--- config.mk ---
export PLATFORM = sky130hd
export DESIGN_NAME = rrp_otf_conv
export DESIGN_NICKNAME = d
export VERILOG_FILES = /design/src/rtl/rrp_pkg.sv /design/src/rtl/rrp_otf_step.sv /design/src/rtl/rrp_otf_conv.sv
export SDC_FILE = /design/constraint.sdc
export NUM_CORES = 1
export LEC_CHECK = 0
export CAP_MARGIN = 20
export CELL_PAD_IN_SITES_DETAIL_PLACEMENT = 1
export CELL_PAD_IN_SITES_GLOBAL_PLACEMENT = 1
export CORE_MARGIN = 2
export CORE_UTILIZATION = 47
export DETAILED_ROUTE_END_ITERATION = 10
export PLACE_DENSITY = 0.77
export SYNTH_ARGS = -nofsm -noshare
export SYNTH_HDL_FRONTEND = slang
export SYNTH_SLANG_ARGS = --single-unit
--- constraint.sdc ---
create_clock -name clock -period 17.1 [get_ports clock]
set_input_delay 3.42 -clock clock [delete_from_list [all_inputs] [get_ports clock]]
set_output_delay 3.42 -clock clock [all_outputs]
set_load 0.05 [all_outputs]
--- src/rtl/rrp_pkg.sv ---
// ----------------------------------------------------------------------------
// rrp_pkg
//   Shared definitions for the radix-r signed-digit online datapath:
//   digit-width derivation helpers, the digit-legality check and the
//   handshake state encoding used by the on-the-fly converter.
// ----------------------------------------------------------------------------
package rrp_pkg;

   typedef enum logic {
      COLLECT = 1'b0,
      HOLD    = 1'b1
   } state_t;

   // Bits contributed to the conventional result per digit (RADIX is 2^K).
   function automatic int bits_per_digit(input int radix);
      return $clog2(radix);
   endfunction

   // Two's-complement width needed to carry one signed digit.
   function automatic int digit_width(input int radix);
      return $clog2(radix) + 1;
   endfunction

   // Legal digits are -(radix-1)..(radix-1). -radix is encodable in the
   // digit width but lies outside the redundant digit set.
   function automatic logic digit_legal(input int digit, input int radix);
      return (digit > -radix) && (digit < radix);
   endfunction

endpackage

--- src/rtl/rrp_otf_step.sv ---
// ----------------------------------------------------------------------------
// rrp_otf_step
//   Combinational single-digit on-the-fly conversion step. Given the current
//   Q (value so far) and QM (value so far minus one ulp) registers and one
//   signed digit, produces the updated Q and QM without any carry chain.
//
//   Ports:
//     digit   - signed digit, two's complement, D bits
//     q_in    - current Q register
//     qm_in   - current QM register
//     q_next  - Q after appending digit
//     qm_next - QM after appending digit
// ----------------------------------------------------------------------------
module rrp_otf_step
   import rrp_pkg::*;
#(
   parameter  int RADIX = 4,
   parameter  int OW    = 9,
   localparam int K     = bits_per_digit(RADIX),
   localparam int D     = digit_width(RADIX)
) (
   input  logic [D-1:0]  digit,
   input  logic [OW-1:0] q_in,
   input  logic [OW-1:0] qm_in,
   output logic [OW-1:0] q_next,
   output logic [OW-1:0] qm_next
);

   logic [D-1:0] digit_m1;
   logic         is_neg;
   logic         is_pos;

   // NOTE: every variable assigned in an always_comb block receives a value on
   // every path, so no latch can be inferred.
   always_comb begin
      is_neg   = digit[D-1];
      is_pos   = !digit[D-1] && (digit != '0);
      digit_m1 = digit - D'(1);
      // Because r = 2^K, (r+q) has the same low K bits as q and (r-1+q) the
      // same low K bits as q-1, so each branch appends the same digit bits
      // and only the choice of source register differs.
      q_next  = is_neg ? {qm_in[OW-K-1:0], digit[K-1:0]}
                       : {q_in[OW-K-1:0],  digit[K-1:0]};
      qm_next = is_pos ? {q_in[OW-K-1:0],  digit_m1[K-1:0]}
                       : {qm_in[OW-K-1:0], digit_m1[K-1:0]};
   end

endmodule

--- src/rtl/rrp_otf_conv.sv ---
// ----------------------------------------------------------------------------
// rrp_otf_conv
//   MSDF on-the-fly converter: accepts WIDTH signed radix-RADIX digits, most
//   significant first, and presents the equivalent two's-complement integer
//   on q_out one cycle after the last digit is accepted. The result is held
//   until downstream takes it with q_ready.
//
//   Ports:
//     clock     - rising-edge clock
//     reset     - asynchronous, active-high reset
//     din       - signed digit (D bits, two's complement)
//     din_valid - din carries a digit
//     din_ready - converter accepts a digit this cycle
//     q_out     - registered two's-complement result (OW bits)
//     q_valid   - q_out holds a complete result
//     q_ready   - downstream consumes q_out
//     digit_err - sticky: a -RADIX digit was accepted in the current word
// ----------------------------------------------------------------------------
module rrp_otf_conv
   import rrp_pkg::*;
#(
   parameter  int WIDTH = 64,
   parameter  int RADIX = 4,
   localparam int D     = digit_width(RADIX),
   localparam int K     = bits_per_digit(RADIX),
   localparam int OW    = K * WIDTH + 1
) (
   input  logic          clock,
   input  logic          reset,
   input  logic [D-1:0]  din,
   input  logic          din_valid,
   output logic          din_ready,
   output logic [OW-1:0] q_out,
   output logic          q_valid,
   input  logic          q_ready,
   output logic          digit_err
);

   localparam int CW = (WIDTH > 1) ? $clog2(WIDTH) : 1;

   state_t        state;
   state_t        state_nxt;
   logic          rdy_reg;
   logic [CW-1:0] cnt;
   logic [OW-1:0] q_reg;
   logic [OW-1:0] qm_reg;
   logic [OW-1:0] q_step;
   logic [OW-1:0] qm_step;
   logic          accept;
   logic          last_digit;
   logic          handshake;
   logic          illegal;

   assign accept     = din_valid && din_ready;
   assign last_digit = (cnt == CW'(WIDTH - 1));
   assign handshake  = q_valid && q_ready;
   assign illegal    = !digit_legal(int'($signed(din)), RADIX);

   rrp_otf_step #(
      .RADIX (RADIX),
      .OW    (OW)
   ) u_step (
      .digit   (din),
      .q_in    (q_reg),
      .qm_in   (qm_reg),
      .q_next  (q_step),
      .qm_next (qm_step)
   );

   // State register. din_ready is registered from the next state so that it
   // stays low while reset is asserted and rises on the first clock after.
   // NOTE: sequential state uses non-blocking assignments so every register
   // samples the pre-edge values of the others, independent of block order.
   always_ff @(posedge clock or posedge reset) begin
      if (reset) begin
         state   <= COLLECT;
         rdy_reg <= 1'b0;
      end else begin
         state   <= state_nxt;
         rdy_reg <= (state_nxt == COLLECT);
      end
   end

   // Next-state logic.
   always_comb begin
      state_nxt = state;
      unique case (state)
         COLLECT: if (accept && last_digit) state_nxt = HOLD;
         HOLD:    if (handshake)            state_nxt = COLLECT;
         default: state_nxt = COLLECT;
      endcase
   end

   // Outputs derived directly from state registers.
   always_comb begin
      din_ready = rdy_reg;
      q_valid   = (state == HOLD);
   end

   // Datapath: counter, Q/QM concatenation registers and the result register.
   always_ff @(posedge clock or posedge reset) begin
      if (reset) begin
         cnt    <= '0;
         q_reg  <= '0;
         qm_reg <= '1;
         q_out  <= '0;
      end else if (accept) begin
         if (last_digit) begin
            q_out  <= q_step;
            cnt    <= '0;
            q_reg  <= '0;
            qm_reg <= '1;
         end else begin
            q_reg  <= q_step;
            qm_reg <= qm_step;
            cnt    <= cnt + CW'(1);
         end
      end
   end

   // Sticky error flag: set by any -RADIX digit, cleared when the word is
   // taken. Accepts happen only in COLLECT and handshakes only in HOLD.
   always_ff @(posedge clock or posedge reset) begin
      if (reset) begin
         digit_err <= 1'b0;
      end else if (accept && illegal) begin
         digit_err <= 1'b1;
      end else if (handshake) begin
         digit_err <= 1'b0;
      end
   end

endmodule
# --- After elaboration in Yosys (flattened, before gate mapping) ---
# Index checks and enable logic that the tools add are counted.
op_classes:
  n_eq_ne: 1
  multipliers: 0
  reduce_logical: 11
  div: 0
  n_shift: 0
  n_addsub: 2
  bitwise: 2
  n_mux: 10
  order_cmp: 2
ops:
  columns: ["operator", "count"]
  rows:
  - ["127-bit two-way mux", 3]
  - ["129-bit two-way mux", 1]
  - ["6-bit by 1-bit adder with 6-bit output (second input constant)", 1]
  - ["6-bit == test (second input constant)", 1]
  - ["1-bit logical AND", 6]
  - ["6-bit two-way mux", 1]
  - ["3-bit by 4-bit < comparator with 1-bit output (second input constant)", 1]
  - ["1-bit two-way mux", 4]
  - ["3-bit > comparator (second input constant)", 1]
  - ["3-bit nonzero test", 1]
  - ["1-bit zero test", 2]
  - ["1-bit inverter", 2]
  - ["1-bit case mux with 2 select lines", 1]
  - ["2-bit AND reduction", 1]
  - ["2-bit nonzero test", 1]
  - ["2-bit by 1-bit subtractor with 2-bit output (second input constant)", 1]
word_totals:
  memories: 0
  reg_bits: 392
  latch_bits: 0
  rom_bits: 0
  mem_bits_rw: 0

# --- Depth between registers and ports, before layout ---
# Gate-level depths: netlist (run 1).
logic_depth:
  word_depth: 5
  ltp_mapped: 7
  depth_no_buf: 5

# --- Hierarchy ---
# Synthesis (run 1) repeated with hierarchy kept, for this count alone.
hier_totals:
  hier_cells: 1719
  hier_area_um2: 18975.7
modules_own_cells:
  columns: ["module", "cells_per_inst", "area_per_inst_um2", "instances"]
  rows:
  - ["rrp_otf_conv", 1431, 15895.2, 1]
  - ["rrp_otf_step", 288, 3080.5, 1]

# --- Least setup slack after synthesis (run 1) ---
# OpenSTA, ideal clock, no wires.
synth_timing:
  path_type: "input to register"
  from: "input din[0]"
  to: "register qm_reg[126]"
  t_arrival_ns: 4.471
  slack_ns: 12.533
  path_buffers: 2
  required_time_ns: 17.004
  cell_stages: 7
  path_cell_list: "inv_1 > ha_1 > nor2_4 > buf_4 > buf_4 > mux2i_1 > a31oi_1"
synth_via:
  elab_chain_cells: 4
synth_lines:
  columns: ["item", "line", "source"]
  rows:
  - ["start, declared", "rrp_otf_conv.sv:30", "input logic [D-1:0] din,"]
  - ["3-bit nonzero test", "rrp_otf_step.sv:37", "is_pos = !digit[D-1] && (digit != '0);"]
  - ["1-bit logical AND", "rrp_otf_step.sv:37", null]
  - ["127-bit two-way mux", "rrp_otf_step.sv:44", "qm_next = is_pos ? {q_in[OW-K-1:0], digit_m1[K-1:0]}"]
  - ["127-bit two-way mux", "rrp_otf_conv.sv:108", "if (last_digit) begin"]
  - ["end signal, assigned", "rrp_otf_conv.sv:115", "qm_reg <= qm_step;"]
  - ["end, declared", "rrp_otf_conv.sv:46", "logic [OW-1:0] qm_reg;"]
# Every way passes these cells.
# A chain may end at the register's enable or synchronous reset.

==> results.py, run 1 <==
metrics = {
    "synth": {
        "synth_cell_type_count": 28,
        "syn_avg_cell_area_sq_um": 11.3,
        "synth_top_area_share_pct": 37.3,
        "syn_inst": 1568,
        "ys_top_cells_by_count": "mux2i_1 (370), dfrtp_1 (265), nand2_1 (137)",
        "seq_area_frac_synth_pct": 56.1,
        "syn-cell-area_sq_um": 17800,
        "syn_nets": 1577,
        "synth_warnings": 0,
        "synth_top_area_cell": "dfrtp_1",
        "synth_area_leaders": "dfrtp_1 (37%), mux2i_1 (21%), dfstp_2 (19%), o31ai_1 (5.3%), a31oi_1 (4.5%)",
        "synth_edf_count": 0,
        "ys_ff_latch": 392,
        "synth_ff_type": "dfrtp_1",
        "yosysMostFrequentCell": "mux2i_1",
        "async_flop_share_pct": 100,
    },
    "global_route": {
        "grt_antenna_before_repair": 0,
        "grt_max_degree": 126,
        "grt_pass1_wl_um": 71200,
        "grt_pass1_vias": 13242,
        "track_usage_pct": 22.6,
        "gr-total-overflow": 0,
    },
    "clock_tree": {
        "cts_root_buf": "clkbuf_16",
        "cts.clk_slew.worst_paths_ps": 60,
        "cts-resized-gates": 0,
        "postCtsHoldBufs": 0,
        "worst_skew_pair.late_latency_ps": 550,
        "cts.path.max_buffers": 3,
        "clock-sinks": 392,
        "htreeDepth": 2,
        "post_cts_buffers": 0,
        "cts_buffers": 43,
        "cts_tree": "done",
    },
    "layout": {
        "final_core_util_pct": 55.6,
        "multi_input_area_sq_um": 6790,
        "regArea_sq_um": 9970,
        "drive_gt1_share_pct": 13.7,
        "diodes": 0,
        "final_nets": 1648,
        "fin_cells": 2184,
        "area_growth_pct": 17.1,
        "fin_area_sq_um": 20800,
        "largest_reg_flops": 129,
        "fillerInstances": 3973,
    },
    "sta": {
        "finalSetupViolations": 0,
        "rsz0062_at_grt": "false",
        "worst_slew_pin_slew_ps": 1060,
        "relSlewSlack_pct": 29.6,
        "period_share_pct": 38.5,
        "clock_skew_ps": 9.35,
        "hold_viol_final": 0,
        "min_period_ps": 6580,
        "fin_setup_tns_ps": 0,
        "fmax_mhz": 152,
        "slew_violations": 0,
    },
    "place": {
        "gp_congestion": 0.713,
        "place_hpwl_um": 24400,
        "numPortBuffers": 138,
        "placed_cells": 2105,
        "placed_area_sq_um": 19400,
    },
    "routing": {
        "drtIter0Drc": 690,
        "vias": 12164,
        "viasPerCell": 5.57,
        "postRouteAntennaNets": 0,
        "wl_um": 42900,
        "wl_per_cell_um": 19.6,
        "drc_errors": 0,
        "first_pass_iters": 4,
    },
    "power": {
        "vdd_drop_max_v": 0.0000780,
        "leakagePower_nw": 10.4,
        "power_density_nw_per_um2": 149,
    },
    "flow_run": {
        "max-cap-violations": 0,
    },
    "run_status": {
        "status": "finished clean",
    },
    "worst_hold_path": {
        "min_path_type": "reg -> reg",
    },
    "worst_setup_path": {
        "critPathMaxFanout": 115,
        "crit_type": "in -> async",
        "timing.rr.end": "q_out[127]$_DFFE_PP0P_",
        "startpoint_type": "primary input",
        "reg2reg_from": "din_ready$_DFF_PP0_",
        "crit_start": "reset",
        "regToRegSetupSlack_ps": 13960,
        "arrival_ps": 7120,
        "required_ps": 17640,
        "setup.worst_path.end": "q_out[84]$_DFFE_PP0P_",
        "r2r.worst_path.cells": 4,
        "cp-end-kind": "asynchronous set/reset pin",
    },
    "floorplanning": {
        "core-area_sq_um": 37500,
        "die_y_um": 199,
        "io_pins": 139,
        "rows": 71,
        "initial_utilization_pct": 47.4,
        "die_w_um": 199,
        "die-area_sq_um": 39400,
    },
}
[per-stage QoR]
step           hold slack, ps  setup WS (ps)  power (mW)
2_1_floorplan             445           2990        1.89
3_3_place_gp              455           9850        2.13
3_5_place_dp              469           9790        2.17
4_1_cts                   482          10340        3.13
5_1_grt                   505           9990        3.26
6_report                  480          10520        3.10
[kinds of logic after synthesis]
| kind of cell | share of synthesized area, % |
|---|---|
| adder cells (fa/ha/maj) | 0.141 |
| buffers and inverters | 5.97 |
| flip-flops | 56.1 |
| AND/OR/NAND/NOR | 6.06 |
| XOR/XNOR | 0.0985 |
| multiplexers | 21.6 |
| AO/OA/AOI/OAI | 10.0 |
[worst min path at each step]
stage                                 startpoint                      to  slack (ps)  cells past startpoint
final                     q_reg[125]$_DFFE_PP0P_  q_reg[125]$_DFFE_PP0P_         480                      2
after global routing      q_reg[125]$_DFFE_PP0P_  q_reg[125]$_DFFE_PP0P_         510                      2
after detailed placement  q_reg[126]$_DFFE_PP0P_  q_reg[126]$_DFFE_PP0P_         470                      2
after CTS                 q_reg[125]$_DFFE_PP0P_  q_reg[125]$_DFFE_PP0P_         480                      2
after floorplan           q_reg[125]$_DFFE_PP0P_  q_reg[125]$_DFFE_PP0P_         440                      2
after global placement    q_reg[125]$_DFFE_PP0P_  q_reg[125]$_DFFE_PP0P_         450                      2
[power by group]
part	internal (mW)	switching (mW)
Combinational	0.291	0.509
Clock	0.569	0.371
Sequential	1.19	0.166
[layer usage]
layer  vias up  wire length (um)  track usage, %
met1      6354             19900            30.8
met3        56              1210            2.90
met4         0               815            6.19
met2       145             20900            38.1
met5         -                 0               0
li1       5609                 -               -
[placed cells by master, fill, tap and decap left out, drive strengths merged]
| cell | n |
|---|---|
| a21oi | 1 |
| a221o | 1 |
| a31oi | 127 |
| a32o | 1 |
| and2 | 2 |
| and3 | 2 |
| buf | 15 |
| bufinv | 2 |
| clkbuf | 72 |
| clkdlybuf4s50 | 137 |
| clkinv | 6 |
| dfrtp | 265 |
| dfstp | 127 |
| ha | 2 |
| inv | 125 |
| mux2 | 13 |
| mux2i | 370 |
| nand2 | 137 |
| nand2b | 1 |
| nand3 | 3 |
| nand4 | 3 |
| nor2 | 128 |
| nor3 | 1 |
| o21ai | 5 |
| o31ai | 125 |
| xnor2 | 2 |
[area by class of cell]
class / count / share of cell area (%)
Clock buffer: 71 / 6.50
Clock inverter: 8 / 0.433
Inverter: 125 / 2.29
Multi-Input combinational cell: 924 / 32.6
Sequential cell: 392 / 47.9
Tap cell: 511 / 3.07
Timing Repair Buffer: 153 / 7.25
[worst max-delay path: stages]
cell and delay (ps):
clkdlybuf4s50_1 500, inv_8 580, buf_4 760, buf_4 790, buf_4 840
Note: power is estimated with default switching activity, not from simulation.
==> run 2: changes to the inputs <==
--- a/config.mk
+++ b/config.mk
@@ -9,9 +9,9 @@
 export CELL_PAD_IN_SITES_DETAIL_PLACEMENT = 1
 export CELL_PAD_IN_SITES_GLOBAL_PLACEMENT = 1
 export CORE_MARGIN = 2
-export CORE_UTILIZATION = 47
+export CORE_UTILIZATION = 43
 export DETAILED_ROUTE_END_ITERATION = 10
-export PLACE_DENSITY = 0.77
+export PLACE_DENSITY = 0.74
 export SYNTH_ARGS = -nofsm -noshare
 export SYNTH_HDL_FRONTEND = slang
 export SYNTH_SLANG_ARGS = --single-unit
==> constraint.sdc (replaced) <==
create_clock -name clock -period 5.5 [get_ports clock]
set_input_delay 1.1 -clock clock [delete_from_list [all_inputs] [get_ports clock]]
set_output_delay 1.1 -clock clock [all_outputs]
set_load 0.05 [all_outputs]
==> results.py, run 2 (same netlist as run 1, synthesis figures left out) <==
metrics = {
    "run_status": {
        "status": "finished clean",
    },
    "sta": {
        "period_share_pct": 59.2,
        "relSlewSlack_pct": 33.8,
        "min_period_ps": 3260,
        "clock_skew_ps": 24.3,
        "rsz0062_at_grt": "false",
        "worst_slew_pin_slew_ps": 992,
        "fmax_mhz": 307,
        "slew_violations": 0,
        "fin_setup_tns_ps": 0,
        "hold_viol_final": 0,
        "finalSetupViolations": 0,
    },
    "clock_tree": {
        "htreeDepth": 2,
        "cts_tree": "done",
        "cts-resized-gates": 0,
        "postCtsHoldBufs": 0,
        "clock-sinks": 392,
        "cts.clk_slew.worst_paths_ps": 60,
        "cts_buffers": 44,
        "cts_root_buf": "clkbuf_16",
        "worst_skew_pair.late_latency_ps": 550,
        "cts.path.max_buffers": 3,
        "post_cts_buffers": 0,
    },
    "global_route": {
        "grt_pass1_vias": 13270,
        "track_usage_pct": 20.0,
        "grt_pass1_wl_um": 71400,
        "grt_antenna_before_repair": 0,
        "gr-total-overflow": 0,
        "grt_max_degree": 204,
    },
    "worst_setup_path": {
        "slowest_delay_ps": 570,
        "slowest_stage": "and2_4",
        "crit_chain": "clkdlybuf4s50_1 > and2_4 > nand4_4 > buf_12 > buf_4 > mux2i_1",
        "crit_type": "in -> reg",
        "critPathMaxFanout": 62,
        "arrival_ps": 3660,
        "startpoint_type": "primary input",
        "required_ps": 5910,
        "cp-end-kind": "flop",
    },
    "floorplanning": {
        "die_y_um": 207,
        "io_pins": 139,
        "initial_utilization_pct": 43.6,
        "die-area_sq_um": 43000,
        "core-area_sq_um": 40800,
        "die_w_um": 207,
        "rows": 74,
    },
    "power": {
        "internal_power_mw": 6.46,
        "pwr-share-comb_pct": 25.5,
        "vdd_drop_max_v": 0.000235,
        "power_density_nw_per_um2": 462,
        "leakagePower_nw": 10.4,
        "p_sw_share_pct": 33.4,
        "p_sw_mw": 3.25,
        "p_clk_share_pct": 31.0,
        "p_seq_share_pct": 43.4,
    },
    "layout": {
        "area_growth_pct": 18.1,
        "final_nets": 1652,
        "diodes": 0,
        "drive_gt1_share_pct": 14.2,
        "final_common_cell": "mux2i_1",
        "mostFrequentLayoutCells": "mux2i_1 (370), dfrtp_1 (265), clkdlybuf4s50_1 (137)",
        "largest_reg_flops": 129,
        "final_core_util_pct": 51.4,
        "fillerInstances": 4265,
    },
    "place": {
        "gp_congestion": 0.726,
        "numPortBuffers": 138,
        "place_hpwl_um": 24800,
    },
    "routing": {
        "postRouteAntennaNets": 0,
        "vias": 12043,
        "wl_um": 42800,
        "viasPerCell": 5.45,
        "drc_errors": 0,
        "drtIter0Drc": 541,
        "wl_per_cell_um": 19.4,
        "first_pass_iters": 5,
    },
    "flow_run": {
        "max-cap-violations": 0,
    },
    "worst_hold_path": {
        "min_path_type": "reg -> reg",
    },
}
## run 2: changes by cell type in the layout (fill, tap and decap cells not counted)
cell	before	now
buf_4	14	12
clkinvlp_4	0	1
buf_12	1	6
inv_8	1	0
clkbuf_8	14	17
bufinv_16	2	3
clkbuf_1	13	8
clkinv_2	6	8
## run 2: layout make-up
class	count	area [sq um]	area share (%)
Multi-Input combinational cell	924	6790	32.3
Timing Repair Buffer	156	1600	7.60
Sequential cell	392	9970	47.5
Clock buffer	69	1380	6.55
Inverter	125	473	2.25
Clock inverter	11	130	0.620
Tap cell	532	666	3.17
## run 2: critical path: cells and delay by family
kind	cells	cell delay, ps
simple gates	2	1090
buf+inv	3	1240
mux	1	160
## run 2: stage by stage
step	worst slack, ps	cell area (sq um)	cells	total power [mW]	hold slack [ps]
finish	2240	21000	2209	9.71	485
global route	2050	21000	2209	10.2	524
CTS	2200	21000	2209	9.84	489
detailed placement	1630	19500	2129	6.75	471
global placement	1640	19500	2129	6.64	455
floorplan	-770	17800	1568	5.88	445
## run 2: worst paths after layout
kind / startpoint / endpoint / slack, ps / cells after the start
min: q_reg[126]$_DFFE_PP0P_ / q_reg[126]$_DFFE_PP0P_ / 490 / 2
max reg2reg: din_ready$_DFF_PP0_ / q_out[70]$_DFFE_PP0P_ / 2930 / 5
max in group asynchronous: reset / q_out[2]$_DFFE_PP0P_ / 3190 / 3
max: din_valid / q_out[70]$_DFFE_PP0P_ / 2240 / 6
min reg2reg: q_reg[126]$_DFFE_PP0P_ / q_reg[126]$_DFFE_PP0P_ / 490 / 2
min in group asynchronous: reset / q_out[48]$_DFFE_PP0P_ / 1050 / 2
## run 2: power by group through the flow
stage	logic (mW)	clock network [mW]	registers, mW
2_1_floorplan	1.13	0	4.76
3_3_place_gp	2.43	0	4.21
3_5_place_dp	2.50	0	4.25
4_1_cts	2.52	3.09	4.22
5_1_grt	2.70	3.20	4.31
6_report	2.48	3.01	4.22
## run 2: metal layers
layer,GRT usage [%],vias up,wire (um)
li1,-,5615,-
met1,26.3,6210,19300
met2,35.0,166,21400
met3,2.78,52,1240
met4,4.70,0,834
met5,0,-,0
==> run 3: changes to the inputs <==
==> constraint.sdc (replaced) <==
create_clock -name clock -period 2.7 [get_ports clock]
set_input_delay 0.54 -clock clock [delete_from_list [all_inputs] [get_ports clock]]
set_output_delay 0.54 -clock clock [all_outputs]
set_load 0.05 [all_outputs]
==> results.py, run 3 (same netlist as run 1, synthesis figures left out) <==
metrics = {
    "run_status": {
        "status": "finished clean",
    },
    "layout": {
        "largest_reg_flops": 129,
        "diodes": 0,
        "final_nets": 1674,
        "final_common_cell": "mux2i_1",
        "drive_gt1_share_pct": 14.8,
        "area_growth_pct": 20.1,
        "mostFrequentLayoutCells": "mux2i_1 (370), dfrtp_1 (265), clkdlybuf4s50_1 (137)",
        "final_core_util_pct": 52.3,
    },
    "routing": {
        "viasPerCell": 5.47,
        "vias": 12194,
        "drtIter0Drc": 521,
        "drc_errors": 0,
        "first_pass_iters": 4,
        "postRouteAntennaNets": 0,
        "wl_um": 43200,
        "wl_per_cell_um": 19.4,
    },
    "global_route": {
        "grt_pass1_wl_um": 72100,
        "grt_antenna_before_repair": 0,
        "track_usage_pct": 20.3,
        "grt_pass1_vias": 13339,
        "grt_max_degree": 139,
        "gr-total-overflow": 0,
    },
    "clock_tree": {
        "post_cts_buffers": 0,
        "cts.path.max_buffers": 3,
        "worst_skew_pair.late_latency_ps": 560,
        "postCtsHoldBufs": 0,
        "cts_tree": "done",
        "cts_root_buf": "clkbuf_16",
        "htreeDepth": 2,
        "cts-resized-gates": 0,
        "cts_buffers": 43,
        "clock-sinks": 392,
        "cts.clk_slew.worst_paths_ps": 60,
    },
    "sta": {
        "worst_slew_pin_slew_ps": 594,
        "rsz0062_at_grt": "false",
        "fmax_mhz": 417,
        "relSlewSlack_pct": 60.4,
        "finalSetupViolations": 0,
        "clock_skew_ps": 22.2,
        "min_period_ps": 2400,
        "hold_viol_final": 0,
        "fin_setup_tns_ps": 0,
        "period_share_pct": 88.8,
        "slew_violations": 0,
    },
    "place": {
        "numPortBuffers": 138,
        "place_hpwl_um": 26700,
        "gp_congestion": 0.723,
    },
    "worst_setup_path": {
        "cp-end-kind": "output pin",
        "slowest_stage": "clkdlybuf4s50_1",
        "crit_chain": "clkdlybuf4s50_1",
        "crit_family": "buffers and inverters",
        "slowest_delay_ps": 850,
        "critPathMaxFanout": 2,
        "crit_type": "reg -> out",
        "arrival_ps": 1860,
        "required_ps": 2160,
        "crit_buf_inv": 1,
        "startpoint_type": "flop",
    },
    "power": {
        "vdd_drop_max_v": 0.000519,
        "power_density_nw_per_um2": 919,
        "total_power_mw": 19.6,
        "leakagePower_nw": 10.6,
    },
    "floorplanning": {
        "core-area_sq_um": 40800,
        "io_pins": 139,
        "initial_utilization_pct": 43.6,
        "die-area_sq_um": 43000,
        "rows": 74,
        "die_w_um": 207,
        "die_y_um": 207,
    },
    "worst_hold_path": {
        "min_path_type": "in -> async",
    },
    "flow_run": {
        "max-cap-violations": 0,
    },
}
==> run 3: layout make-up <==
cell class | instances | area [sq um]
Timing Repair Buffer | 179 | 2070
Clock buffer | 67 | 1270
Fill cell | 4231 | 19500
Sequential cell | 392 | 9970
Clock inverter | 10 | 135
Inverter | 125 | 473
Multi-Input combinational cell | 924 | 6790
Tap cell | 532 | 666
==> run 3: worst paths after layout <==
check | depth (start not counted) | start | end | slack (ps)
setup / recovery | 1 | q_out[31]$_DFFE_PP0P_ | q_out[31] | 300
hold / removal | 3 | reset | q_out[47]$_DFFE_PP0P_ | 430
setup reg to reg | 4 | cnt[0]$_DFFE_PP0P_ | cnt[3]$_DFFE_PP0P_ | 730
hold reg to reg | 2 | q_reg[126]$_DFFE_PP0P_ | q_reg[126]$_DFFE_PP0P_ | 480
max in group asynchronous | 4 | reset | qm_reg[18]$_DFFE_PP1P_ | 1500
min in group clock | 2 | q_reg[126]$_DFFE_PP0P_ | q_reg[126]$_DFFE_PP0P_ | 480
==> run 3: routing by layer <==
layer / part of all wire [%] / vias to the layer above / global-route usage (%) / wire (um)
li1: - / 5659 / - / -
met1: 46 / 6304 / 26.9 / 19700
met2: 50 / 166 / 34.8 / 21400
met3: 2.7 / 65 / 2.78 / 1150
met4: 2.2 / 0 / 6.28 / 959
met5: 0 / - / 0 / 0
==> run 3: report_power, final <==
group	switching [mW]	internal, mW
sequential	1.06	7.54
combinational	3.21	1.93
clock	2.40	3.51
==> run 3: metrics by stage <==
step	cells	setup WS [ps]	hold WS, ps	instance area [sq um]
finish	2229	302	434	21400
global route	2229	278	446	21400
CTS	2229	285	415	21400
detailed placement	2152	239	471	20000
global placement	2152	266	458	20000
floorplan	1568	-3010	445	17800
==> run 3: worst reg2reg max path, stage by stage, from the launching register on <==
cell,delay [ps]
dfrtp_1,440
ha_1,380
nand3_4,350
buf_4,370
a221o_1,320
